--- src/rtl/seq_scan_ctrl.sv ---
// Word-fed serial pattern detector sequencer: accepts words over valid/ready,
// shifts them MSB-first through a programmable 1..PW bit matcher, counts matches.
module seq_scan_ctrl #(
  parameter int DW = 8,
  parameter int PW = 8,
  parameter int NW = 8,
  parameter int CW = 8,
  parameter int LW = $clog2(PW + 1)
) (
  input  logic          clk,
  input  logic          rst,
  input  logic          start,
  input  logic [PW-1:0] pattern,
  input  logic [LW-1:0] pat_len,
  input  logic          overlap,
  input  logic [NW-1:0] num_words,
  input  logic [DW-1:0] data_in,
  input  logic          data_valid,
  output logic          data_ready,
  output logic          busy,
  output logic          match,
  output logic [CW-1:0] match_count,
  output logic          done
);

  localparam int BW = $clog2(DW);
  localparam logic [LW-1:0] PW_L = LW'(PW);

  typedef enum logic [1:0] {
    IDLE  = 2'd0,
    LOAD  = 2'd1,
    SHIFT = 2'd2,
    DONE  = 2'd3
  } state_t;

  state_t state_q, state_d;

  // Job configuration, latched on an accepted start.
  logic [PW-1:0] pat_q;
  logic [LW-1:0] len_q;
  logic          ovl_q;
  logic [NW-1:0] words_left_q;

  // Serial datapath.
  logic [DW-1:0] shreg_q;
  logic [BW-1:0] bit_cnt_q;
  logic [PW-2:0] hist_q;
  logic [LW-1:0] fill_q;
  logic          match_q;
  logic [CW-1:0] match_count_q;

  logic          last_bit;
  logic          last_word;
  logic [LW-1:0] len_clamped;
  logic [PW-1:0] cand;
  logic [PW-1:0] len_mask;
  logic          window_full;
  logic          hit;
  logic [LW-1:0] fill_d;

  assign last_bit  = (bit_cnt_q == BW'(DW - 1));
  assign last_word = (words_left_q == NW'(1));

  // ---------------------------------------------------------------------------
  // FSM
  // ---------------------------------------------------------------------------
  always_ff @(posedge clk) begin
    // NOTE: sequential state uses non-blocking assignments so every register
    // samples pre-edge values, independent of statement order.
    if (rst) state_q <= IDLE;
    else     state_q <= state_d;
  end

  always_comb begin
    // NOTE: every output of this block gets a default first, so no path can
    // leave one unassigned and infer a latch.
    state_d    = state_q;
    data_ready = 1'b0;
    busy       = 1'b0;
    done       = 1'b0;
    case (state_q)
      IDLE: begin
        if (start) state_d = (num_words == '0) ? DONE : LOAD;
      end
      LOAD: begin
        data_ready = 1'b1;
        busy       = 1'b1;
        if (data_valid) state_d = SHIFT;
      end
      SHIFT: begin
        busy = 1'b1;
        if (last_bit) state_d = last_word ? DONE : LOAD;
      end
      DONE: begin
        done    = 1'b1;
        state_d = IDLE;
      end
      default: state_d = IDLE;
    endcase
  end

  // ---------------------------------------------------------------------------
  // Match evaluation for the bit currently at the head of the shift register
  // ---------------------------------------------------------------------------
  always_comb begin
    len_clamped = pat_len;
    if (pat_len == '0)       len_clamped = LW'(1);
    else if (pat_len > PW_L) len_clamped = PW_L;
  end

  always_comb begin
    len_mask = '0;
    for (int i = 0; i < PW; i++) len_mask[i] = (LW'(i) < len_q);
  end

  assign cand        = {hist_q, shreg_q[DW-1]};
  // Only bits shifted since the last start or non-overlapping hit may match.
  assign window_full = ((LW+1)'(fill_q) + (LW+1)'(1)) >= (LW+1)'(len_q);
  assign hit         = (((cand ^ pat_q) & len_mask) == '0) && window_full;

  always_comb begin
    fill_d = fill_q;
    if (hit && !ovl_q)      fill_d = '0;
    else if (fill_q != PW_L) fill_d = fill_q + LW'(1);
  end

  // ---------------------------------------------------------------------------
  // Datapath registers
  // ---------------------------------------------------------------------------
  always_ff @(posedge clk) begin
    if (rst) begin
      pat_q         <= '0;
      len_q         <= '0;
      ovl_q         <= 1'b0;
      words_left_q  <= '0;
      shreg_q       <= '0;
      bit_cnt_q     <= '0;
      hist_q        <= '0;
      fill_q        <= '0;
      match_q       <= 1'b0;
      match_count_q <= '0;
    end else begin
      match_q <= 1'b0;
      case (state_q)
        IDLE: begin
          if (start) begin
            pat_q         <= pattern;
            len_q         <= len_clamped;
            ovl_q         <= overlap;
            words_left_q  <= num_words;
            match_count_q <= '0;
            hist_q        <= '0;
            fill_q        <= '0;
          end
        end
        LOAD: begin
          if (data_valid) begin
            shreg_q   <= data_in;
            bit_cnt_q <= '0;
          end
        end
        SHIFT: begin
          shreg_q   <= shreg_q << 1;
          bit_cnt_q <= bit_cnt_q + BW'(1);
          hist_q    <= cand[PW-2:0];
          fill_q    <= fill_d;
          match_q   <= hit;
          if (hit && (match_count_q != '1)) match_count_q <= match_count_q + CW'(1);
          if (last_bit) words_left_q <= words_left_q - NW'(1);
        end
        default: ;
      endcase
    end
  end

  assign match       = match_q;
  assign match_count = match_count_q;

endmodule

--- config.mk ---
export PLATFORM = sky130hd
export DESIGN_NAME = seq_scan_ctrl
export DESIGN_NICKNAME = d
export VERILOG_FILES = /design/src/rtl/seq_scan_ctrl.sv
export SDC_FILE = /design/constraint.sdc
export NUM_CORES = 1
export LEC_CHECK = 0
export CELL_PAD_IN_SITES_DETAIL_PLACEMENT = 0
export CELL_PAD_IN_SITES_GLOBAL_PLACEMENT = 1
export CORE_UTILIZATION = 42
export DETAILED_ROUTE_END_ITERATION = 10
export GPL_ROUTABILITY_DRIVEN = 0
export GPL_TIMING_DRIVEN = 0
export PLACE_DENSITY_LB_ADDON = 0.1
export SETUP_SLACK_MARGIN = 0.3
export SYNTH_ARGS = -nofsm -noshare
export SYNTH_HDL_FRONTEND = slang
export SYNTH_SLANG_ARGS = --single-unit
--- constraint.sdc ---
create_clock -name clk -period 6 [get_ports clk]
set_clock_uncertainty 0.05 [all_clocks]
set_input_delay 0.9 -clock clk [delete_from_list [all_inputs] [get_ports clk]]
set_output_delay 0.9 -clock clk [all_outputs]
set_load 0.02 [all_outputs]
After elaboration in Yosys (flattened, before gate mapping)
Cells that the tools add are included.

Multiplexer cells: 27. $add $sub $neg: 5. Magnitude comparators: 10. Reductions and logical operators: 19. Equal/unequal tests: 12. Bitwise operators: 3.

Operators with widths (count): $pmux 8 s2 (3); $mux 8 (5); $mux 4 (5); $logic_not 8->1 (2); $lt 3x4->1 const A (4); $pmux 7 s2 (1); $reduce_and 3->1 (4); $mux 2 (5); $add 8x1->8 const B (1); $and 8x8->8 (1); $eq 8x1->1 const B (1); $lt 1x4->1 const A (2); $lt 2x4->1 const A (2); $ne 2x2->1 const B (4); $ne 8x8->1 const B (1); $pmux 2 s4 (1); $pmux 4 s2 (1); $sub 8x1->8 const B (1); $xor 8x8->8 (1); $mux 7 (1); $pmux 3 s2 (1); $reduce_and 2->1 (3); $add 4x1->5 const B (1); $ge 5x4->1 (1); 17 further kinds (24).

Word-level logic and storage cells: 87. Output and inout bits: 12. Input bits: 33. Flip-flop bits (word level): 54.

Depth between registers and ports, before layout
Depth in word-level cells: 7. Mapped depth: 9. Gate-level depth less buffers: 8.

Least setup slack after synthesis
Ideal clock, no wire load.

Path type: input-to-reg. From: input port start. To: register match_count_q[2] (netlist: match_count[2]). Stages on the path: 7. Slack: 3.745 ns. Data required time: 5.877 ns. Path buffers: 1. Arrival time: 2.132 ns. Setup time: 0.073 ns. Cell sequence: nand2_1 -> o21a_1 -> a31oi_1 -> nand4_2 -> buf_2 -> or3_1 -> a21oi_1.

Longest elaborated chain between the ends: 2.

RTL lines: start: declaration (RTL line 12) `input logic start,`; $ne 2x2->1 (no line); $reduce_and 3->1 (no line); end signal: assignment (RTL line 168) `if (hit && (match_count_q != '1)) match_count_q <= match_count_q + CW'(1);`; end: declaration (RTL line 50) `logic [CW-1:0] match_count_q;`.

Every way passes these cells. A chain may end at the register's enable or synchronous reset.

Worst setup path after layout
Ends and elaborated chain as after synthesis.

==> impl_metrics.tcl <==
set metrics [dict create \
    async_flop_share_pct 0 \
    antenna_found_initial 0 \
    regArea_um2 1080 \
    num_antenna_cells 0 \
    first_pass_iters 4 \
    critPathMaxStageDelay_ps 490 \
    final-max-slew-violation-count 0 \
    post_cts_buffers 0 \
    synth-edff-count 0 \
    finalSetupViolCount 0 \
    synth.avg_cell_area_um2 8.14 \
    grtUsageTotal_pct 20.4 \
    yosysMostFrequentCell "dfxtp_1" \
    crit_arrival_ps 3020 \
    core-area_um2 6350 \
    cp_max_fo 10 \
    synthTopCellsByCount "dfxtp_1, nand2_1, nor2_1" \
    drv_cap 0 \
    clk_pin_slew_worst_paths_ps 100 \
    tritoncts "built" \
    cts_hold_buf 0 \
    grt_overflow 0 \
    drc 0 \
    reg2reg_from "fill_q[0]$_SDFFE_PP0P_" \
    dr.first_iter.drc_count 120 \
    die_area_um2 6900 \
    hold_end "ovl_q$_SDFFE_PP0P_" \
    ys_types 46 \
    fin_crit_sh_pct 47.1 \
    hold_path_class "flip-flop to flip-flop" \
    place_inst 460 \
    wire_per_inst_um 14.4 \
    grt_start_max_net_pins 19 \
    min_from "ovl_q$_SDFFE_PP0P_" \
    relSlewSlack_pct 49.6 \
    yosys_warnings 0 \
    p_leak_nw 1.19 \
    worstSetupPathType "primary input to flip-flop" \
    multi_input_area_um2 1570 \
    synth_fp_nets 388 \
    insertion_delay_ps 310 \
    htreeDepth 2 \
    cp-end-kind "flip-flop" \
    max_freq_mhz 354 \
    reg2reg_to "match_count[2]$_SDFFE_PP0P_" \
    vdd_drop_max_mv 0.146 \
    dpl.hpwl_um 4880 \
    finalPower_mw 0.860 \
    outcome "finished, final reports clean" \
    nets 439 \
    hold_depth 2 \
    cts_max_path_buffers 2 \
    rsz0062_at_grt "false" \
    routed_wl_um 6720 \
    grt_first_pass_wirelength_um 11500 \
    placed_area_um2 3300 \
    hold_viol_final 0 \
    r2r.worst_path.cells 9 \
    cts_resized 0 \
    cpMaxStageDelayCell "clkdlybuf4s50_1" \
    ant_nets 0 \
    finalWorstPathRequiredPeriod_ps 2830 \
    syn_inst 339 \
    drive_gt1_share_pct 3.32 \
    synth_area_leaders "dfxtp_1, ha_1, nand2_1, a21oi_1, nor2_1" \
    synth-seq-cells 54 \
    vias 2582 \
    layoutNonFillerInstCount 468 \
    rows 29 \
    io_pins 45 \
    whs_ps 415 \
    reg2reg_setup_slack_ps 3460 \
    cp.required_ps 6200 \
    portBuffers 44 \
    cp-start-kind "primary input" \
    start_util_pct 43.5 \
    setup.worst_path.start "start" \
    cts-root-buf "clkbuf_8" \
    tns_ps 0 \
    syn-cell-area_um2 2760 \
    cts.sinks 54 \
    area_growth_pct 22.8 \
    die_x_um 83.1 \
    finalInstanceArea_um2 3390 \
    synth_top_area_share_pct 39.2 \
    seq_area_frac_synth_pct 39.2 \
    powerDensity_nw_per_um2 254 \
    dieHeight_um 83.1 \
    viasPerCell 5.52 \
    numCtsBuffers 5 \
    synth_top_cell_by_area "dfxtp_1" \
    tightest_slew_ps 748 \
    nFillCells 622 \
    crit_chain "clkdlybuf4s50_1 -> nand2_1 -> o21a_1 -> a31oi_1 -> nand4_2 -> buf_2 -> or3_1 -> a21oi_1" \
    synth_ff_type "dfxtp_1" \
    grt_pass1_vias 2411 \
]
## area by class of cell
| type | instances | share of cell area [%] |
|---|---|---|
| buffer | 16 | 1.81 |
| clock buffer | 5 | 2.03 |
| clock inverter | 3 | 0.701 |
| inverter | 14 | 1.55 |
| multi-input combinational | 255 | 46.2 |
| sequential | 54 | 31.9 |
| tap | 77 | 2.84 |
| timing repair buffer | 44 | 13.0 |
## worst max-delay path, delay by kind of cell
family                 cells  cell delay [ps]
buffers and inverters      2              730
AO/OA/AOI/OAI              3              640
AND/OR/NAND/NOR            3              740
## metrics by stage
step | utilization (%) | setup slack [ps]
after floorplan | - | 3750
after global placement | 51.9 | 2820
after CTS | 53.4 | 3160
final | 53.4 | 3170
after detailed placement | 51.9 | 2840
after global routing | 53.4 | 2980
## report_power, final
group	switching, mW	internal, mW
Combinational	0.139	0.0939
Sequential	0.0241	0.388
Clock	0.131	0.0838
## cell usage in the layout (no fill, tap or decap), types with 4 or more instances in the layout
master,Yosys,layout
nor2_1,38,38
clkbuf_8,0,5
o21ai_0,18,18
nand3_1,6,6
buf_1,5,5
nand2b_1,4,4
a21oi_1,30,30
nor4_1,5,5
ha_1,16,16
mux2i_1,8,8
nand2_1,43,43
xnor2_1,7,7
dfxtp_1,54,54
or3_1,6,6
a22oi_1,10,10
a211oi_1,11,11
clkbuf_1,10,10
nor3_1,6,6
clkdlybuf4s50_1,0,44
a31oi_1,4,4
inv_1,13,13
## how the worst max path moves through the flow
stage,end,slack [ps]
2_1_floorplan,match_count[2]$_SDFFE_PP0P_,3750
3_3_place_gp,match_count[2]$_SDFFE_PP0P_,2820
3_5_place_dp,match_count[2]$_SDFFE_PP0P_,2840
4_1_cts,match_count[2]$_SDFFE_PP0P_,3160
5_1_grt,words_left_q[4]$_SDFFE_PP0P_,2980
6_report,match_count[2]$_SDFFE_PP0P_,3170
## routing by layer
metal | wire length, um | global-route usage (%)
met4 | 66 | 4.70
met1 | 3350 | 28.1
met2 | 3020 | 33.7
met5 | 0 | 0
met3 | 287 | 3.18
## flip-flops by register name, indices dropped and copies added (netlist names)
| signal | count |
|---|---|
| pat_q | 8 |
| fill_q | 4 |
| words_left_q | 8 |
| match_count | 8 |
| hist_q | 7 |
| len_q | 4 |
| match | 1 |
| state_q | 2 |
| bit_cnt_q | 3 |
| ovl_q | 1 |
| shreg_q | 8 |
## kinds of logic after synthesis
logic type / count (synthesis) / share of synthesized area (%)
AO/OA/AOI/OAI: 95 / 22.0
XOR/XNOR: 10 / 3.17
adder cells (fa/ha/maj): 16 / 7.25
buffers and inverters: 30 / 4.13
flip-flops: 54 / 39.2
multiplexers: 9 / 3.31
AND/OR/NAND/NOR: 125 / 21.0
No activity file was read; power rests on OpenSTA's default activity.
